## config.mk

```make
export PLATFORM = sky130hd
export DESIGN_NAME = instr_fetch_flat
export DESIGN_NICKNAME = d
export VERILOG_FILES = /design/src/rtl/instr_fetch_pkg.sv /design/src/rtl/instr_fetch_if.sv /design/src/rtl/instr_fetch.sv /design/src/flat_wrapper.sv
export SDC_FILE = /design/constraint.sdc
export NUM_CORES = 1
export LEC_CHECK = 0
export CORE_MARGIN = 2
export CORE_UTILIZATION = 40
export DETAILED_ROUTE_END_ITERATION = 10
export PLACE_DENSITY = 0.81
export SYNTH_ARGS = -nofsm -noshare
export SYNTH_HDL_FRONTEND = slang
export SYNTH_SLANG_ARGS = --single-unit
```

## constraint.sdc

```tcl
create_clock -name clk -period 1.85 [get_ports clk]
set_input_delay 0.2775 -clock clk [delete_from_list [all_inputs] [get_ports clk]]
set_output_delay 0.2775 -clock clk [all_outputs]
set_load 0.01 [all_outputs]
```

## src/rtl/instr_fetch_pkg.sv

```systemverilog
// instr_fetch_pkg
//   Shared types and helpers for the instruction fetch unit and its consumers.
//   - fetch_state_t : fetch FSM states (FETCH, COLLECT, HOLD)
//   - instr_len_t   : instruction byte-count encoding and its constants
//   - instr_len_of  : length decode from the top two bits of byte0
package instr_fetch_pkg;

    typedef enum logic [1:0] {
        FETCH   = 2'd0,
        COLLECT = 2'd1,
        HOLD    = 2'd2
    } fetch_state_t;

    localparam int LEN_W = 2;
    typedef logic [LEN_W-1:0] instr_len_t;

    localparam instr_len_t LEN_NONE = 2'd0;
    localparam instr_len_t LEN_1    = 2'd1;
    localparam instr_len_t LEN_2    = 2'd2;
    localparam instr_len_t LEN_3    = 2'd3;

    // hdr is byte0[WIDTH-1:WIDTH-2]
    function automatic instr_len_t instr_len_of(input logic [1:0] hdr);
        case (hdr)
            2'b10:   return LEN_2;
            2'b11:   return LEN_3;
            default: return LEN_1;
        endcase
    endfunction

endpackage

```

## src/rtl/instr_fetch_if.sv

```systemverilog
// instr_fetch_if
//   Bundles the ROM, decode and redirect signals of the fetch unit.
//   master : fetch unit side (drives rom_addr and the instr_* outputs)
//   slave  : environment side (ROM data, decode ready, branch redirect)
interface instr_fetch_if
    import instr_fetch_pkg::*;
#(
    parameter int WIDTH      = 8,
    parameter int ADDR_WIDTH = 10
);
    logic [ADDR_WIDTH-1:0] rom_addr;
    logic [WIDTH-1:0]      rom_q;
    logic [3*WIDTH-1:0]    instr;
    instr_len_t            instr_len;
    logic [ADDR_WIDTH-1:0] instr_pc;
    logic                  instr_valid;
    logic                  instr_ready;
    logic                  br_en;
    logic [ADDR_WIDTH-1:0] br_addr;

    modport master (
        output rom_addr, instr, instr_len, instr_pc, instr_valid,
        input  rom_q, instr_ready, br_en, br_addr
    );

    modport slave (
        input  rom_addr, instr, instr_len, instr_pc, instr_valid,
        output rom_q, instr_ready, br_en, br_addr
    );

endinterface

```

## src/rtl/instr_fetch.sv

```systemverilog
// instr_fetch
//   Byte-serial fetch unit in front of a combinational instruction ROM.
//   Drives rom_addr from the fetch PC, assembles 1..3 byte instructions and
//   offers them to decode on a valid/ready handshake; accepts branch redirects.
//   Ports:
//     clk  - system clock, rising edge
//     rst  - synchronous active-high reset
//     bus  - instr_fetch_if.master (rom_addr/rom_q, instr/instr_len/instr_pc,
//            instr_valid/instr_ready, br_en/br_addr)
module instr_fetch
    import instr_fetch_pkg::*;
#(
    parameter int WIDTH      = 8,
    parameter int SIZE       = 1024,
    parameter int ADDR_WIDTH = $clog2(SIZE),
    parameter int RESET_PC   = 0
)(
    input  logic             clk,
    input  logic             rst,
    instr_fetch_if.master    bus
);

    localparam logic [ADDR_WIDTH-1:0] LAST_ADDR = ADDR_WIDTH'(SIZE - 1);
    localparam logic [ADDR_WIDTH:0]   SIZE_X    = (ADDR_WIDTH+1)'(SIZE);
    localparam logic [ADDR_WIDTH-1:0] PC_INIT   = ADDR_WIDTH'(RESET_PC);

    fetch_state_t          state, state_nxt;
    logic [ADDR_WIDTH-1:0] pc;
    logic [3*WIDTH-1:0]    instr_q;
    instr_len_t            len_q;
    logic [ADDR_WIDTH-1:0] ipc_q;
    logic [1:0]            rem_q;    // bytes still to collect
    logic [1:0]            slot_q;   // instr slot for the next collected byte

    logic                  load_b0;
    instr_len_t            b0_len;
    logic [ADDR_WIDTH-1:0] br_target;

    function automatic logic [ADDR_WIDTH-1:0] pc_inc(input logic [ADDR_WIDTH-1:0] a);
        return (a == LAST_ADDR) ? '0 : a + 1'b1;
    endfunction

    // br_addr is below 2*SIZE, so one conditional subtract is a full modulo.
    assign br_target = ({1'b0, bus.br_addr} >= SIZE_X)
                     ? bus.br_addr - SIZE_X[ADDR_WIDTH-1:0]
                     : bus.br_addr;

    assign b0_len = instr_len_of(bus.rom_q[WIDTH-1 -: 2]);

    // Next-state logic
    always_comb begin
        state_nxt = state;
        load_b0   = 1'b0;
        if (bus.br_en) begin
            state_nxt = FETCH;
        end else begin
            case (state)
                FETCH: begin
                    load_b0   = 1'b1;
                    state_nxt = (b0_len == LEN_1) ? HOLD : COLLECT;
                end
                COLLECT: begin
                    state_nxt = (rem_q == 2'd1) ? HOLD : COLLECT;
                end
                HOLD: begin
                    // Accepting the held instruction doubles as the next byte0 fetch.
                    if (bus.instr_ready) begin
                        load_b0   = 1'b1;
                        state_nxt = (b0_len == LEN_1) ? HOLD : COLLECT;
                    end
                end
                default: state_nxt = FETCH;
            endcase
        end
    end

    // State, PC and instruction register
    always_ff @(posedge clk) begin
        if (rst) begin
            state   <= FETCH;
            pc      <= PC_INIT;
            instr_q <= '0;
            len_q   <= LEN_NONE;
            ipc_q   <= '0;
            rem_q   <= '0;
            slot_q  <= '0;
        end else begin
            state <= state_nxt;
            if (bus.br_en) begin
                pc     <= br_target;
                rem_q  <= '0;
                slot_q <= '0;
            end else if (load_b0) begin
                instr_q <= {{(2*WIDTH){1'b0}}, bus.rom_q};
                len_q   <= b0_len;
                ipc_q   <= pc;
                rem_q   <= b0_len - 2'd1;
                slot_q  <= 2'd1;
                pc      <= pc_inc(pc);
            end else if (state == COLLECT) begin
                case (slot_q)
                    2'd1:    instr_q[2*WIDTH-1:WIDTH]   <= bus.rom_q;
                    default: instr_q[3*WIDTH-1:2*WIDTH] <= bus.rom_q;
                endcase
                slot_q <= slot_q + 2'd1;
                rem_q  <= rem_q - 2'd1;
                pc     <= pc_inc(pc);
            end
        end
    end

    // Outputs (all derived from registers only)
    always_comb begin
        bus.rom_addr    = pc;
        bus.instr       = instr_q;
        bus.instr_len   = len_q;
        bus.instr_pc    = ipc_q;
        bus.instr_valid = (state == HOLD);
    end

endmodule

```

## src/flat_wrapper.sv

```systemverilog
// flat-port wrapper written by rule: the top's interface ports become plain ports
module instr_fetch_flat import instr_fetch_pkg::*;
#(
    parameter int WIDTH      = 8,
    parameter int SIZE       = 1024,
    parameter int ADDR_WIDTH = $clog2(SIZE),
    parameter int RESET_PC   = 0
)
  (clk, rst, bus_rom_addr, bus_instr, bus_instr_len, bus_instr_pc, bus_instr_valid, bus_rom_q, bus_instr_ready, bus_br_en, bus_br_addr);
  instr_fetch_if #(.WIDTH(WIDTH), .ADDR_WIDTH(ADDR_WIDTH)) bus_i ();
  input  logic clk;
  input  logic rst;
  output wire logic [$bits(bus_i.rom_addr)-1:0] bus_rom_addr;
  output wire logic [$bits(bus_i.instr)-1:0] bus_instr;
  output wire logic [$bits(bus_i.instr_len)-1:0] bus_instr_len;
  output wire logic [$bits(bus_i.instr_pc)-1:0] bus_instr_pc;
  output wire logic [$bits(bus_i.instr_valid)-1:0] bus_instr_valid;
  input wire logic [$bits(bus_i.rom_q)-1:0] bus_rom_q;
  input wire logic [$bits(bus_i.instr_ready)-1:0] bus_instr_ready;
  input wire logic [$bits(bus_i.br_en)-1:0] bus_br_en;
  input wire logic [$bits(bus_i.br_addr)-1:0] bus_br_addr;
  assign bus_rom_addr = bus_i.rom_addr;
  assign bus_instr = bus_i.instr;
  assign bus_instr_len = bus_i.instr_len;
  assign bus_instr_pc = bus_i.instr_pc;
  assign bus_instr_valid = bus_i.instr_valid;
  assign bus_i.rom_q = bus_rom_q;
  assign bus_i.instr_ready = bus_instr_ready;
  assign bus_i.br_en = bus_br_en;
  assign bus_i.br_addr = bus_br_addr;
  instr_fetch #(.WIDTH(WIDTH), .SIZE(SIZE), .ADDR_WIDTH(ADDR_WIDTH), .RESET_PC(RESET_PC)) u_core (.clk(clk), .rst(rst), .bus(bus_i));
endmodule
```

# ---- Word-level counts from Yosys, hierarchy flattened
# Index checks and enable logic that the tools add are counted.
dict set report classes {
  addsub 4
  eq_ne 10
  mux 20
  bitwise 1
  reduce_logical 9
}
# cell n
set ops {}
lappend ops {{$mux W10} 4}
lappend ops {{$mux W16} 2}
lappend ops {{$mux W8} 2}
lappend ops {{$add A10 B1 Y10 const B} 1}
lappend ops {{$eq A10 B10 Y1 const B} 1}
lappend ops {{$mux W2} 5}
lappend ops {{$eq A2 B1 Y1 const B} 4}
lappend ops {{$eq A2 B2 Y1 const B} 3}
lappend ops {{$pmux W2 S3} 1}
lappend ops {{$reduce_and A3 Y1} 2}
lappend ops {{$mux W1} 4}
lappend ops {{$ne A2 B1 Y1 const B} 2}
lappend ops {{$pmux W2 S2} 1}
lappend ops {{$reduce_bool A2 Y1} 2}
lappend ops {{$sub A2 B1 Y2 const B} 2}
lappend ops {{$reduce_bool A3 Y1} 1}
lappend ops {{$reduce_or A3 Y1} 1}
lappend ops {{$add A2 B1 Y2 const B} 1}
lappend ops {{$logic_not A2 Y1} 1}
lappend ops {{$pmux W1 S2} 1}
lappend ops {{$reduce_and A2 Y1} 1}
lappend ops {{$reduce_or A2 Y1} 1}
lappend ops {{$not A1 Y1} 1}
dict set report word_totals {
  regBits 52
  inputBits 22
  out_inout_bits 47
  wordCells 54
}

# ---- Longest topological paths before layout
# Gate-level depths: netlist of run 1.
dict set report logic_depth {
  word_depth 6
  depth_mapped 6
  ltp_nobuf 5
}

# ---- Worst setup path after synthesis of run 1
# OpenSTA, ideal clock, no wires.
dict set report synth_path {
  path_kind {register to register}
  startpoint {reg u_core.slot_q[1]}
  endpoint {reg u_core.instr_q[18] (netlist: u_core.bus.instr[18])}
  setup_ns 0.070
  t_arrival_ns 1.469
  required_time_ns 1.780
  setup_slack_ns 0.310
  stages_incl_launch_ff 7
  n_path_buf 1
  synth_period_minus_slack_ns 1.540
  path_cell_list {dfxtp_1 -> inv_1 -> ha_1 -> o22a_1 -> buf_2 -> or4b_1 -> a21oi_1}
}
dict set report synth_via {
  elab_chain_cells 3
}
# item line_no
set synth_lines {}
lappend synth_lines {{start: declaration} instr_fetch.sv:33} ;# logic [1:0] slot_q;
lappend synth_lines {{start signal: assignment} instr_fetch.sv:105} ;# slot_q <= slot_q + 2'd1;
lappend synth_lines {{$eq A2 B1 Y1} instr_fetch.sv:101} ;# case (slot_q)
lappend synth_lines {{$ne A2 B1 Y1 (no source line)} -}
lappend synth_lines {{$reduce_and A3 Y1 (no source line)} -}
lappend synth_lines {{end signal: assignment} instr_fetch.sv:94} ;# instr_q <= {{(2*WIDTH){1'b0}}, bus.rom_q};
lappend synth_lines {{end signal: indexed assignment} instr_fetch.sv:102} ;# 2'd1: instr_q[2*WIDTH-1:WIDTH] <= bus.rom_q;
lappend synth_lines {{end signal: indexed assignment} instr_fetch.sv:103} ;# default: instr_q[3*WIDTH-1:2*WIDTH] <= bus.rom_q;
lappend synth_lines {{end: declaration} instr_fetch.sv:29} ;# logic [3*WIDTH-1:0] instr_q;
# Every way passes these cells.
# A chain may end at the register's enable or synchronous reset.

# ---- Worst setup path after layout of run 1
dict set report layout_path {
  startpoint {in bus_instr_ready}
  endpoint {reg u_core.instr_q[8] (netlist: u_core.bus.instr[8])}
}
dict set report layout_via {
  elab_chain_cells 5
  word_cells_on_any_way 7
  classes_between {4 x mux; 3 x reduce/logical}
}
# item line_no
set layout_lines {}
lappend layout_lines {{start: declaration} flat_wrapper.sv:19} ;# input wire logic [$bits(bus_i.instr_ready)-1:0] bus_instr_ready;
lappend layout_lines {{$mux W1 (*)} instr_fetch.sv:67} ;# if (bus.instr_ready) begin
lappend layout_lines {{$pmux W1 S2 (*)} instr_fetch.sv:57} ;# case (state)
lappend layout_lines {{$mux W1 (*)} instr_fetch.sv:54} ;# if (bus.br_en) begin
lappend layout_lines {{$reduce_bool A2 Y1 (no source line)} -}
lappend layout_lines {{$reduce_and A3 Y1 (no source line)} -}
# Mark *: on every way between the ends. The rest lies on a longest branch, timed or not.

==> results.py, run 1 <==
metrics = {
    "worst_hold_path": {
        "min_delay_path_depth": 2,
        "hold_end": "u_core.bus.instr_pc[4]$_SDFFE_PP0P_",
        "worstHoldStart": "rst",
        "hold_class": "input port to register",
    },
    "die": {
        "die_area_um2": 6480,
        "row_count": 27,
        "coreArea_um2": 5570,
        "start_util_pct": 42.0,
        "fp.dieH_um": 80.5,
        "die_w_um": 80.5,
        "pin_count": 69,
    },
    "sta": {
        "slew_viol_final": 0,
        "holdWs_ns": 0.375,
        "rsz0062_at_grt": "false",
        "fin_crit_sh_pct": 92.3,
        "min_period_ns": 1.71,
        "tns_ns": 0,
        "hold_violations": 0,
        "finalSetupViolations": 0,
        "fin_skew_ns": 0.00745,
        "tightest_slew_ns": 0.411,
        "max_freq_mhz": 586,
        "slew_headroom_pct": 72.6,
    },
    "placement": {
        "gp_congestion": 0.928,
        "dp.cells": 417,
        "dp_hpwl_um": 4330,
        "placement.io_buffers": 68,
    },
    "job": {
        "maxCapViolCount": 0,
    },
    "finish": {
        "n_antenna_cell": 0,
        "final_cells": 425,
        "drive_gt1_share_pct": 11.3,
        "area_delta_synth_final_pct": 40.3,
        "multi_input_area_um2": 1170,
        "fin_nets": 377,
        "fillers": 511,
        "seqCellArea_um2": 1040,
    },
    "setup_path": {
        "crit_type": "input port to register",
        "path_depth": 6,
        "critPathLaunch": "bus_instr_ready",
        "r2r-start": "u_core.slot_q[1]$_SDFFE_PP0P_",
        "critical-path-max-stage-delay_ns": 0.62,
        "cp_data_required_time_ns": 2.10,
        "end_kind": "register",
        "critPathTopFamily": "simple AND/OR/NAND/NOR gates",
        "crit_chain": "clkdlybuf4s50_1 > nor2b_2 > nor3_4 > buf_12 > or4b_2 > a21oi_1",
        "path_buf_inv": 2,
        "cp.arrival_ns": 1.95,
        "rr_endpoint": "u_core.bus.instr[21]$_SDFFE_PP0P_",
        "setup.worst_path.start_class": "input port",
        "r2r_setup_slack_ns": 0.19,
        "ff2ff_path_depth": 5,
        "path_max_fanout": 22,
        "crit_slowest_cell": "or4b_2",
    },
    "power_and_ir_drop": {
        "power.total_w": 0.00235,
        "p_leak_nw": 1.16,
        "vdd_drop_max_v": 0.000416,
        "power_density_nw_per_um2": 716,
    },
    "outcome": {
        "status": "finished clean",
    },
    "logic_synthesis": {
        "synth_top_area_share_pct": 44.4,
        "yosys-top-cells-area": "dfxtp_1 (44%), a21oi_1 (9.4%), nand2_1 (7.2%), o21ai_0 (3.4%), or4b_1 (3.4%)",
        "post-synth-top-count-cell": "dfxtp_1",
        "synth_cells": 280,
        "synth.avg_cell_area_um2": 8.37,
        "yosys_warnings": 0,
        "async_flop_share_pct": 0,
        "ys_types": 40,
        "syn_area_um2": 2340,
        "ys_seq_elements": 52,
        "yosys-top-cells-count": "dfxtp_1 (52), nand2_1 (45), a21oi_1 (44), clkbuf_1 (16), o21ai_0 (16)",
        "synth_top_flop_cell": "dfxtp_1",
        "syn-num-nets": 305,
        "synth_edf_count": 0,
        "synth.largest_area_cell": "dfxtp_1",
        "synth_seq_area_share_pct": 44.4,
    },
    "clocking": {
        "cts_tree": "yes",
        "ctsHtreeMaxLevel": 2,
        "insertion_delay_ns": 0.31,
        "clk_pin_slew_ns": 0.10,
        "cts.sinks": 52,
        "root_buffer": "clkbuf_8",
        "cts_buffers": 5,
        "post_cts_buffers": 0,
        "clock_path_buffers": 2,
    },
    "global_route": {
        "globalRouteTotalUtil_pct": 19.4,
        "grt.overflow.total": 0,
        "grt_pass1_wl_um": 9830,
        "antenna_found_initial": 0,
        "grt_pass1_vias": 2136,
        "grt_start_max_net_pins": 35,
    },
    "routing": {
        "wire_per_inst_um": 14.4,
        "dr.pass1.iters": 4,
        "drt-initial-drc-count": 82,
        "drc": 0,
        "ant_nets": 0,
        "vias_per_cell": 5.42,
        "route.vias.total": 2305,
        "drt-total-wl_um": 6130,
    },
}
[logic make-up (layout without fill, tap and decap cells)]
family                     count (synthesis)  in the layout  share of synthesized area [%]
buffers and inverters                     31            104                           5.98
AOI/OAI and AO/OA                         87             87                           21.5
xor gates and xnor gates                   5              5                           1.87
muxes                                      1              1                          0.481
and+or+nand+nor                          101            101                           24.1
adders and majority gates                  3              3                           1.60
DFF                                       52             52                           44.4
[power by group]
group	leakage, nW	total, W	internal [W]	switching (W)
Clock	0.0414	0.000661	0.000270	0.000391
Sequential	0.426	0.00123	0.00118	0.0000524
Combinational	0.695	0.000460	0.000250	0.000209
Total	1.16	0.00235	0.00170	0.000653
[cell usage in the layout (no fill, tap or decap), drive strengths merged, types with 2 or more instances in the layout]
master	instances
a211oi	8
a21oi	44
a31oi	7
and2	5
buf	22
clkbuf	6
clkdlybuf4s50	66
dfxtp	52
ha	3
inv	7
nand2	45
nand2b	3
nand3	9
nand4	3
nor2	6
nor2b	2
nor3	5
nor4	2
o211ai	3
o21ai	16
o22a	2
o31a	3
or3	2
or4	3
or4b	14
xnor2	5
[worst register-to-register path, stage by stage (launching register included)]
cell     delay (ns)
dfxtp_1        0.34
inv_1          0.05
ha_1           0.19
o22a_1         0.35
or4b_1         0.53
a21oi_1        0.13
[layer usage]
layer  track usage (%)  vias to the layer above  share of wire (%)
met5                 0                        -                  0
met4              6.10                        0                1.5
met3              4.61                        9                6.3
met2              33.8                       77                 49
met1              23.3                     1071                 43
li1                  -                     1148                  -
[final cells by class]
class | instances | area share (%)
Multi-Input combinational cell | 197 | 35.5
Tap cell | 72 | 2.74
Clock buffer | 6 | 2.21
Clock inverter | 2 | 0.495
Sequential cell | 52 | 31.7
Timing Repair Buffer | 89 | 26.6
Inverter | 7 | 0.799
[how the worst max path moves through the flow]
stage,end,slack (ns)
finish,u_core.bus.instr[8]$_SDFFE_PP0P_,0.14
global route,u_core.bus.instr[16]$_SDFFE_PP0P_,0.07
CTS,bus_instr_valid,0.05
detailed placement,u_core.bus.instr[10]$_SDFFE_PP0P_,-0.17
global placement,u_core.bus.instr[11]$_SDFFE_PP0P_,-0.14
floorplan,u_core.bus.instr[18]$_SDFFE_PP0P_,0.31
[stage by stage]
| stage | instance area (um2) | setup WS [ns] | utilization [%] |
|---|---|---|---|
| after floorplan | 2340 | 0.310 | - |
| after global placement | 3200 | -0.138 | 57.3 |
| after detailed placement | 3200 | -0.174 | 57.3 |
| after CTS | 3280 | 0.0538 | 58.9 |
| after global routing | 3290 | 0.0711 | 59.0 |
| final | 3290 | 0.142 | 59.0 |
[flip-flops by register name, indices dropped and copies added (netlist names)]
name and count:
u_core.state 2, u_core.bus.instr_len 2, u_core.bus.instr 24, u_core.slot_q 2, u_core.rem_q 2, u_core.bus.rom_addr 10
u_core.bus.instr_pc 10
[timing repair]
item / in CTS / in global routing
endpoints found under the hold margin: 0 / 0
gates resized for setup: 0 / 1
setup endpoints to repair: 0 / 1
hold buffers: 0 / 0
Power figures use the tool's default switching activity.
==> inputs of run 2 (changes only) <==
--- a/config.mk
+++ b/config.mk
@@ -5,8 +5,10 @@
 export SDC_FILE = /design/constraint.sdc
 export NUM_CORES = 1
 export LEC_CHECK = 0
+export CAP_MARGIN = 20
 export CORE_MARGIN = 2
 export CORE_UTILIZATION = 40
+export CTS_CLUSTER_DIAMETER = 40
 export DETAILED_ROUTE_END_ITERATION = 10
 export PLACE_DENSITY = 0.81
 export SYNTH_ARGS = -nofsm -noshare
==> results of run 2 <==
The final DEF is identical to that of run 1; final timing and power are the same.
==> inputs of run 3 (changes only) <==
--- a/config.mk
+++ b/config.mk
@@ -5,11 +5,11 @@
 export SDC_FILE = /design/constraint.sdc
 export NUM_CORES = 1
 export LEC_CHECK = 0
-export CAP_MARGIN = 20
 export CORE_MARGIN = 2
 export CORE_UTILIZATION = 40
 export CTS_CLUSTER_DIAMETER = 40
 export DETAILED_ROUTE_END_ITERATION = 10
+export HOLD_SLACK_MARGIN = 0.12
 export PLACE_DENSITY = 0.81
 export SYNTH_ARGS = -nofsm -noshare
 export SYNTH_HDL_FRONTEND = slang
==> results of run 3 <==
The final DEF is identical to that of run 1; final timing and power are the same.
